## src/rtl/mul_app_pipe_if.sv

```systemverilog
// Operand/result handshake bundle for mul_app_pipe.
// Optional macro MUL_APP_EXACT_EN adds exact_w, the per-operand exact-multiply select.
interface mul_app_pipe_if #(
  parameter int WIDTH = 16
);
  logic               in_valid_w;
  logic               in_ready_w;
  logic               sign_w;
  logic [WIDTH-1:0]   n1_w;
  logic [WIDTH-1:0]   n2_w;
  logic               out_valid_w;
  logic               out_ready_w;
  logic [2*WIDTH-1:0] dout_w;
`ifdef MUL_APP_EXACT_EN
  logic               exact_w;

  modport master (
    output in_valid_w, sign_w, n1_w, n2_w, exact_w, out_ready_w,
    input  in_ready_w, out_valid_w, dout_w
  );
  modport slave (
    input  in_valid_w, sign_w, n1_w, n2_w, exact_w, out_ready_w,
    output in_ready_w, out_valid_w, dout_w
  );
`else
  modport master (
    output in_valid_w, sign_w, n1_w, n2_w, out_ready_w,
    input  in_ready_w, out_valid_w, dout_w
  );
  modport slave (
    input  in_valid_w, sign_w, n1_w, n2_w, out_ready_w,
    output in_ready_w, out_valid_w, dout_w
  );
`endif
endinterface

```

## src/rtl/mul_app_pipe.sv

```systemverilog
// 3-stage approximate multiplier (leading-one truncation to K bits) with valid/ready flow control.
// Optional macro MUL_APP_EXACT_EN adds a runtime exact WIDTH x WIDTH multiply path.
module mul_app_pipe #(
  parameter int WIDTH = 16,
  parameter int K     = 6
) (
  input  logic          clk_w,
  input  logic          rst_w,
  mul_app_pipe_if.slave bus
);
  localparam int SHW = $clog2(2 * WIDTH);
`ifdef MUL_APP_EXACT_EN
  localparam int MW = WIDTH;
`else
  localparam int MW = K;
`endif

  typedef struct packed {
    logic [MW-1:0]  m;
    logic [SHW-1:0] s;
  } red_t;

  // Magnitude, then keep K bits from the leading one down with the LSB forced to 1.
  function automatic red_t reduce(input logic [WIDTH-1:0] a, input logic sg, input logic ex);
    logic [WIDTH-1:0] mag;
    logic [WIDTH-1:0] sh_mag;
    int               p;
    red_t             r;
    mag = (sg && a[WIDTH-1]) ? WIDTH'(-a) : a;
    p   = 0;
    for (int i = 0; i < WIDTH; i++) begin
      if (mag[i]) p = i;
    end
    r.m    = MW'(mag);
    r.s    = '0;
    sh_mag = mag;
    if (!ex && p >= K) begin
      sh_mag = mag >> (p - K + 1);
      r.m    = MW'(sh_mag);
      r.m[0] = 1'b1;
      r.s    = SHW'(p - K + 1);
    end
    return r;
  endfunction

  logic               v1_q, v1_d, v2_q, v2_d, v3_q, v3_d;
  logic [MW-1:0]      m1_q, m1_d, m2_q, m2_d;
  logic [SHW-1:0]     s1_q, s1_d, s2_q, s2_d;
  logic               neg1_q, neg1_d, neg2_q, neg2_d;
  logic [2*MW-1:0]    prod_q, prod_d;
  logic [SHW-1:0]     sh_q, sh_d;
  logic [2*WIDTH-1:0] dout_q, dout_d;
  logic [2*WIDTH-1:0] r_w;
  logic               ex_w;
  logic               en;
  red_t               r1_w, r2_w;

`ifdef MUL_APP_EXACT_EN
  assign ex_w = bus.exact_w;
`else
  assign ex_w = 1'b0;
`endif

  // One global enable: the whole pipe stalls only when a result is waiting and not taken.
  assign en              = !v3_q || bus.out_ready_w;
  assign bus.in_ready_w  = en;
  assign bus.out_valid_w = v3_q;
  assign bus.dout_w      = dout_q;

  always_comb begin
    // NOTE: every _d defaults to its _q first, so no branch leaves a signal unassigned (no latches).
    v1_d   = v1_q;   v2_d = v2_q;     v3_d   = v3_q;
    m1_d   = m1_q;   m2_d = m2_q;     s1_d   = s1_q;   s2_d = s2_q;
    neg1_d = neg1_q; prod_d = prod_q; sh_d   = sh_q;   neg2_d = neg2_q;
    dout_d = dout_q;
    r1_w   = reduce(bus.n1_w, bus.sign_w, ex_w);
    r2_w   = reduce(bus.n2_w, bus.sign_w, ex_w);
    r_w    = (2*WIDTH)'(prod_q) << sh_q;
    if (en) begin
      v1_d = bus.in_valid_w;
      v2_d = v1_q;
      v3_d = v2_q;
      if (bus.in_valid_w) begin
        m1_d   = r1_w.m;
        m2_d   = r2_w.m;
        s1_d   = r1_w.s;
        s2_d   = r2_w.s;
        neg1_d = bus.sign_w && (bus.n1_w[WIDTH-1] ^ bus.n2_w[WIDTH-1])
                 && (bus.n1_w != '0) && (bus.n2_w != '0);
      end
      if (v1_q) begin
        prod_d = (2*MW)'(m1_q) * (2*MW)'(m2_q);
        sh_d   = s1_q + s2_q;
        neg2_d = neg1_q;
      end
      if (v2_q) dout_d = neg2_q ? -r_w : r_w;
    end
  end

  always_ff @(posedge clk_w) begin
    // NOTE: sequential state uses non-blocking assignments only, so every flop samples pre-edge values.
    if (rst_w) begin
      v1_q <= 1'b0; v2_q <= 1'b0; v3_q <= 1'b0;
      m1_q <= '0;   m2_q <= '0;   s1_q <= '0;   s2_q <= '0;   neg1_q <= 1'b0;
      prod_q <= '0; sh_q <= '0;   neg2_q <= 1'b0;
      dout_q <= '0;
    end else begin
      v1_q <= v1_d; v2_q <= v2_d; v3_q <= v3_d;
      m1_q <= m1_d; m2_q <= m2_d; s1_q <= s1_d; s2_q <= s2_d; neg1_q <= neg1_d;
      prod_q <= prod_d; sh_q <= sh_d; neg2_q <= neg2_d;
      dout_q <= dout_d;
    end
  end
endmodule

```

## src/flat_wrapper.sv

```systemverilog
// flat-port wrapper written by rule: the top's interface ports become plain ports
module mul_app_pipe_flat 
#(
  parameter int WIDTH = 16,
  parameter int K     = 6
)
  (clk_w, rst_w, bus_in_valid_w, bus_sign_w, bus_n1_w, bus_n2_w, bus_out_ready_w, bus_in_ready_w, bus_out_valid_w, bus_dout_w);
  mul_app_pipe_if #(.WIDTH(WIDTH)) bus_i ();
  input  logic clk_w;
  input  logic rst_w;
  input wire logic [$bits(bus_i.in_valid_w)-1:0] bus_in_valid_w;
  input wire logic [$bits(bus_i.sign_w)-1:0] bus_sign_w;
  input wire logic [$bits(bus_i.n1_w)-1:0] bus_n1_w;
  input wire logic [$bits(bus_i.n2_w)-1:0] bus_n2_w;
  input wire logic [$bits(bus_i.out_ready_w)-1:0] bus_out_ready_w;
  output wire logic [$bits(bus_i.in_ready_w)-1:0] bus_in_ready_w;
  output wire logic [$bits(bus_i.out_valid_w)-1:0] bus_out_valid_w;
  output wire logic [$bits(bus_i.dout_w)-1:0] bus_dout_w;
  assign bus_i.in_valid_w = bus_in_valid_w;
  assign bus_i.sign_w = bus_sign_w;
  assign bus_i.n1_w = bus_n1_w;
  assign bus_i.n2_w = bus_n2_w;
  assign bus_i.out_ready_w = bus_out_ready_w;
  assign bus_in_ready_w = bus_i.in_ready_w;
  assign bus_out_valid_w = bus_i.out_valid_w;
  assign bus_dout_w = bus_i.dout_w;
  mul_app_pipe #(.WIDTH(WIDTH), .K(K)) u_core (.clk_w(clk_w), .rst_w(rst_w), .bus(bus_i));
endmodule
```

## config.mk

```make
export PLATFORM = sky130hd
export DESIGN_NAME = mul_app_pipe_flat
export DESIGN_NICKNAME = d
export VERILOG_FILES = /design/src/rtl/mul_app_pipe_if.sv /design/src/rtl/mul_app_pipe.sv /design/src/flat_wrapper.sv
export SDC_FILE = /design/constraint.sdc
export NUM_CORES = 1
export LEC_CHECK = 0
export CAP_MARGIN = 30
export CORE_ASPECT_RATIO = 0.7
export CORE_UTILIZATION = 47
export DETAILED_ROUTE_END_ITERATION = 8
export PLACE_DENSITY = 0.67
export SYNTH_ARGS = -nofsm -noshare
export SYNTH_HDL_FRONTEND = slang
export SYNTH_SLANG_ARGS = --single-unit
```

## constraint.sdc

```tcl
create_clock -name clk_w -period 9.4 [get_ports clk_w]
set_clock_uncertainty 0.05 [all_clocks]
set_input_delay 1.41 -clock clk_w [delete_from_list [all_inputs] [get_ports clk_w]]
set_output_delay 1.41 -clock clk_w [all_outputs]
set_load 0.01 [all_outputs]
```

# Word-level counts from Yosys, hierarchy flattened
# Index checks and enable logic that the tools add are counted.
# W data, S select, Z words.
[classes] order_cmp=2 n_addsub=8 muxes=35 reduce_logical=12 mul=1 shift=3 n_bitwise=1
[ops] cell="$mux W32" count=15
[ops] cell="$add A32 B2 Y32 const B" count=2
[ops] cell="$shr A16 B32 Y6" count=2
[ops] cell="$ge A32 B4 Y1 const B" count=1
[ops] cell="$mux W16" count=2
[ops] cell="$mux W4" count=8
[ops] cell="$neg A16 Y16" count=2
[ops] cell="$neg A32 Y32" count=1
[ops] cell="$reduce_bool A16 Y1" count=2
[ops] cell="$shl A12 B5 Y32" count=1
[ops] cell="$sub A32 B4 Y32 const B" count=1
[ops] cell="$mux W11" count=2
[ops] cell="$mul A6 B6 Y12" count=1
[ops] cell="$mux W3" count=4
[ops] cell="$reduce_and A2 Y1" count=3
[ops] cell="$add A5 B5 Y5" count=1
[ops] cell="$logic_and A1 B1 Y1" count=5
[ops] cell="$sub A4 B3 Y5 const B" count=1
[ops] cell="$ge A4 B3 Y1 const B" count=1
[ops] cell="$mux W2" count=2
[ops] cell="$mux W1" count=2
[ops] cell="$logic_not A1 Y1" count=1
[ops] cell="$logic_or A1 B1 Y1" count=1
[ops] cell="$xor A1 B1 Y1" count=1
[totals] elab_cells=74 regBits=76 out_inout_bits=34 inputBits=37

# Logic depth before layout (Yosys ltp)
[depth] ltp_word=21 mapped_depth=28 ltp_nobuf=24

# Worst setup path before layout
# No wires, ideal clock.
[synth_timing] path_type="input-to-reg" from="in bus_n2_w[7]" to="reg u_core.m2_q[5]" required_time_ns=9.292 arrival_ns=5.981 path_stages=20 setup_slack_ns=3.311 setup_time_ns=0.058 cell_sequence="clkbuf_1 > or4_1 > nor4_1 > a21oi_1 > xor2_1 > or3_1 > ha_1 > inv_1 > ha_1 > clkbuf_1 > nand4b_1 > ha_1 > nor4b_1 > nand4_1 > clkbuf_1 > a211oi_1 > nor3_1 > or4_1 > o221ai_1 > o21a_1"
[synth_between] elab_chain_len=15
[synth_lines] item="from (decl)" line="flat_wrapper.sv:14" text="input wire logic [$bits(bus_i.n2_w)-1:0] bus_n2_w;"
[synth_lines] item="$neg A16 Y16" line="mul_app_pipe.sv:29" text="mag = (sg && a[WIDTH-1]) ? WIDTH'(-a) : a;"
[synth_lines] item="$mux W16 *" line="mul_app_pipe.sv:29"
[synth_lines] item="$mux W3" line="mul_app_pipe.sv:32" text="if (mag[i]) p = i;"
[synth_lines] item="$mux W4 (8 in a row)" line="mul_app_pipe.sv:32"
[synth_lines] item="$sub A4 B3 Y5" line="mul_app_pipe.sv:38" text="sh_mag = mag >> (p - K + 1);"
[synth_lines] item="$add A32 B2 Y32" line="mul_app_pipe.sv:38"
[synth_lines] item="$shr A16 B32 Y6" line="mul_app_pipe.sv:38"
[synth_lines] item="$mux W11 *" line="mul_app_pipe.sv:37" text="if (!ex && p >= K) begin"
[synth_lines] item="to (signal assigned)" line="mul_app_pipe.sv:104" text="m1_q <= '0; m2_q <= '0; s1_q <= '0; s2_q <= '0; neg1_q <= 1'b0;"
[synth_lines] item="to (signal assigned)" line="mul_app_pipe.sv:109" text="m1_q <= m1_d; m2_q <= m2_d; s1_q <= s1_d; s2_q <= s2_d; neg1_q <= neg1_d;"
[synth_lines] item="to (decl)" line="mul_app_pipe.sv:47" text="logic [MW-1:0] m1_q, m1_d, m2_q, m2_d;"
# Every way passes the cells marked *; elsewhere a longest branch is shown, timed or not.
# A chain may end at the register's enable or synchronous reset.

# Final worst setup path
[layout_timing] from="in bus_sign_w" to="reg u_core.m2_q[5]"
[layout_between] elab_chain_len=21
[layout_lines] item="from (decl)" line="flat_wrapper.sv:12" text="input wire logic [$bits(bus_i.sign_w)-1:0] bus_sign_w;"
[layout_lines] item="$logic_and A1 B1 Y1 *" line="mul_app_pipe.sv:29"
[layout_lines] item="$mux W16 *" line="mul_app_pipe.sv:29"
[layout_lines] item="$mux W1" line="mul_app_pipe.sv:32"
[layout_lines] item="$mux W2 (2 in a row)" line="mul_app_pipe.sv:32"
[layout_lines] item="$mux W3 (4 in a row)" line="mul_app_pipe.sv:32"
[layout_lines] item="$mux W4 (8 in a row)" line="mul_app_pipe.sv:32"
[layout_lines] item="$sub A4 B3 Y5" line="mul_app_pipe.sv:38"
[layout_lines] item="$add A32 B2 Y32" line="mul_app_pipe.sv:38"
[layout_lines] item="$shr A16 B32 Y6" line="mul_app_pipe.sv:38"
[layout_lines] item="$mux W11 *" line="mul_app_pipe.sv:37"
# Marks and branches as above.

==> results_tabular.tex <==
\begin{tabular}{lr}
\hline
Metric & Value \\
\hline
\multicolumn{2}{l}{\textbf{Worst setup path}} \\
Critical path data arrival time & between 7000 and 8000 ps \\
Critical path class & input port to register \\
Launch point of the worst path & bus\_sign\_w \\
Critical Path RT & 9630 ps \\
Origin of the critical flop-to-flop path & u\_core.sh\_q[0]\$\_SDFFE\_PP0P\_ \\
Cell repeated most along the worst path & sky130\_fd\_sc\_hd\_\_ha\_1 \\
Cell-by-cell listing of the critical path & clkdlybuf4s50\_1 -> nand2\_1 -> or3\_1 -> and2\_1 -> nand2\_1 -> a21oi\_1 -> o211ai\_1 -> and3\_1 -> nor2\_1 -> or3\_1 -> ha\_1 -> inv\_1 -> ha\_1 -> nand4b\_1 -> ha\_1 -> nor4b\_1 -> nand4\_1 -> a21oi\_1 -> nor2\_1 -> or4\_1 -> o221ai\_1 -> o21a\_1 \\
Startpoint type of the worst setup path & input port \\
Critical path's largest stage delay & 790 ps \\
Master of the slowest instance on the critical path & sky130\_fd\_sc\_hd\_\_clkdlybuf4s50\_1 \\
Top fanout value on the critical path & 15 \\
Nature of the critical path endpoint & register \\
\multicolumn{2}{l}{\textbf{STA}} \\
Unrepaired setup endpoints after global routing & false \\
Final worst hold slack & 411 ps \\
Final period util & 76.0\% \\
Setup total negative slack & 0 ps \\
Pins Over Slew Limit & 0 \\
Minimum period implied by the final worst setup slack & about 7000 ps \\
Slew HR & between 30\% and 40\% \\
Max frequency & 0.140 GHz \\
Setup-violating endpoint count in the final report & 0 \\
Final number of hold-violating endpoints & 0 \\
Tightest Pin Transition & roughly 1000 ps \\
\multicolumn{2}{l}{\textbf{Logic synthesis}} \\
Top-area cell type share of the netlist area & 17.1\% \\
Simple-gate area share of the yosys netlist & 27.8\% \\
Most used DFF post-synth & sky130\_fd\_sc\_hd\_\_dfxtp\_1 \\
Dominant combinational cell family by area after synthesis & simple AND/OR/NAND/NOR gates \\
Fraction of registers with async set or reset after synthesis & 0\% \\
Count of unique library cells instantiated by Yosys & 88 \\
Adder-cell area share of the yosys netlist & 9.95\% \\
Number of flops mapped to enable cells by yosys & 0 \\
Most frequent cell after synthesis & sky130\_fd\_sc\_hd\_\_nand2\_1 \\
Post-synthesis share of cell area spent on xor and xnor gates & 6.69\% \\
Top post-synthesis cells by area & sky130\_fd\_sc\_hd\_\_dfxtp\_1 (17\%), sky130\_fd\_sc\_hd\_\_nand2\_1 (7.2\%), sky130\_fd\_sc\_hd\_\_ha\_1 (5.9\%) \\
Part of the Yosys area used for sequential elements & 17.1\% \\
Count of synthesis-stage warnings from yosys & 0 \\
Mapped Area & approximately 0.0089 mm2 \\
Cell taking the most area after synthesis & sky130\_fd\_sc\_hd\_\_dfxtp\_1 \\
Number of synthesized register bits & 76 \\
Share of the synthesized area in compound gates (AO/OA/AOI/OAI) & 25.2\% \\
Most common library cells after synthesis & sky130\_fd\_sc\_hd\_\_nand2\_1 (170), sky130\_fd\_sc\_hd\_\_nor2\_1 (117), sky130\_fd\_sc\_hd\_\_a21oi\_1 (86) \\
Synth Net Count & approximately 1,300 \\
Synth Area per Inst & $\sim$7.3 um2 \\
Multiplexer share of the synthesized area & 7.58\% \\
Synthesized instance count & 1,216 \\
\multicolumn{2}{l}{\textbf{Worst hold path}} \\
Type of the worst min-delay path & register to register \\
Min-delay src & u\_core.bus.dout\_w[21]\$\_SDFFE\_PP0P\_ \\
\multicolumn{2}{l}{\textbf{Power and ir drop}} \\
Highest ir drop seen on vdd & 102 uV \\
LEAKAGE & 3.76 nW \\
Areal power density over the cells & 125 mW/mm2 \\
Overall power after layout & around 1.2 mW \\
\multicolumn{2}{l}{\textbf{Floorplanning}} \\
Core box area & 0.0183 mm2 \\
Total I/O pin count & 71 \\
Site Rows & approximately 40 \\
Die width & roughly 170 um \\
Floorplan die area & 0.0195 mm2 \\
Starting Density & 48.7\% \\
Die boundary height & 117 um \\
\multicolumn{2}{l}{\textbf{Clocking}} \\
Post-CTS Hold Buffers & 0 \\
Clock tree from TritonCTS & built \\
Master cell of the clock root buffer & sky130\_fd\_sc\_hd\_\_clkbuf\_16 \\
CTS buffer count & 9 \\
Clock latency on the worst-skew pair & 330 ps \\
Number of clock sinks seen by CTS & 76 \\
Post-cts gate resize count & 0 \\
Number of buffers on the longest clock path & 2 \\
Clock-pin slew on the worst setup and hold paths & 60 ps \\
H-tree level count & 3 \\
Buffers inserted during post-CTS setup optimization & 0 \\
\multicolumn{2}{l}{\textbf{Cells and area}} \\
Filler cells & 1,769 \\
Nets@finish & approximately 1,300 \\
Area growth from synthesis to layout & 12.0\% \\
Share of layout cells above drive strength 1 & 5.45\% \\
Final Non-Filler Cells & roughly 1,500 \\
Core Util, Final & between 50\% and 60\% \\
Number of diodes & 0 \\
\multicolumn{2}{l}{\textbf{Place}} \\
Final HPWL DP & 19,600 um \\
Final GP Congestion & 0.939 \\
Placed insts & 1,451 \\
PortBufs & 70 \\
\multicolumn{2}{l}{\textbf{Global route}} \\
Global-route wire length before repair & about 43,000 um \\
Total global routing overflow & 0 \\
Gr usage total & a little over a quarter \\
Via count of the first global-routing pass & roughly 8,400 \\
Maximum number of pins on one net before global-route repair & 76 \\
Number of antenna violations at the first check in global routing & 0 \\
\multicolumn{2}{l}{\textbf{Flow run}} \\
Max-cap viol count & 0 \\
\multicolumn{2}{l}{\textbf{Detailed routing}} \\
Initial DRC count & 951 \\
Count of TritonRoute iterations in the first routing pass & 6 \\
Vias per inst & 6.28 \\
DR DRC count & 0 \\
WL/cell & between 15 and 20 um \\
Detailed Route WL & 26,000 um \\
Count of antenna-violating nets left after detailed routing & 0 \\
Total number of vias & 9,211 \\
\multicolumn{2}{l}{\textbf{Run status}} \\
Result of the run & completed \\
\hline
\end{tabular}
==> through the flow <==
| stage | cell area (um2) | worst slack (ps) |
|---|---|---|
| floorplan | 8900 | 3310 |
| global placement | 9630 | 2030 |
| detailed placement | 9660 | 1940 |
| CTS | 9970 | 2290 |
| global route | 9970 | 1720 |
| finish | 9970 | 2260 |
==> worst max-delay path: cells and delay by family <==
kind | cells | cell delay [ps]
simple gates | 12 | 3400
fa+ha+maj | 3 | 830
compound gates | 5 | 860
buf+inv | 2 | 840
==> kinds of logic after synthesis <==
kind of cell             count (synthesis)
AO/OA/AOI/OAI                          326
buffers and inverters                  129
multiplexers                            51
XOR/XNOR                                68
adder cells (fa/ha/maj)                 60
AND/OR/NAND/NOR                        506
flip-flops                              76
==> worst paths after layout <==
| check | to | slack (ps) | cells after the start |
|---|---|---|---|
| worst max register to register | u_core.bus.dout_w[31]$_SDFFE_PP0P_ | 4750 | 10 |
| worst min-delay path | u_core.bus.dout_w[21]$_SDFFE_PP0P_ | 410 | 2 |
| worst min register to register | u_core.bus.dout_w[21]$_SDFFE_PP0P_ | 410 | 2 |
| worst max-delay path | u_core.m2_q[5]$_SDFFE_PP0P_ | 2260 | 22 |
==> layout make-up <==
cell class              count  area [um2]  share of cell area [%]
clock buffers               9         225                    2.26
clock inverters             6        87.6                   0.878
inverters                  48         180                    1.81
multi-input cells        1011        6870                    68.9
flip-flops and latches     76        1520                    15.3
well taps                 236         295                    2.96
repair buffers             80         791                    7.93
==> power breakdown <==
part / switching (mW) / total, mW / internal (mW)
Combinational: 0.305 / 0.503 / 0.197
Sequential: 0.0320 / 0.373 / 0.341
Clock: 0.139 / 0.370 / 0.231
Total: 0.476 / 1.25 / 0.770
==> state kept, by name, summed over array words and instances, names as in the netlist <==
signal and flops:
u_core.neg2_q 1, u_core.m2_q 6, u_core.s1_q 5, u_core.v1_q 1, u_core.m1_q 6, u_core.s2_q 5, u_core.neg1_q 1, u_core.sh_q 5
u_core.bus.dout_w 32, u_core.prod_q 12, u_core.bus.out_valid_w 1, u_core.v2_q 1
==> cells in the final DEF (no fill, tap or decap), types with 41 or more instances in the layout <==
cell type	instances
sky130_fd_sc_hd__a21oi_1	86
sky130_fd_sc_hd__clkdlybuf4s50_1	69
sky130_fd_sc_hd__dfxtp_1	76
sky130_fd_sc_hd__ha_1	42
sky130_fd_sc_hd__inv_1	46
sky130_fd_sc_hd__nand2_1	170
sky130_fd_sc_hd__nor2_1	117
sky130_fd_sc_hd__o21ai_0	41
sky130_fd_sc_hd__xnor2_1	44
==> metal layers <==
metal | vias up | share of wire (%) | global-route usage [%]
met3 | 19 | 8.9 | 5.08
met1 | 4326 | 52 | 42.7
met5 | - | 0 | 0
li1 | 4462 | - | -
met2 | 404 | 39 | 38.5
met4 | 0 | 0.74 | 4.81
(Power assumes the default switching activity.)
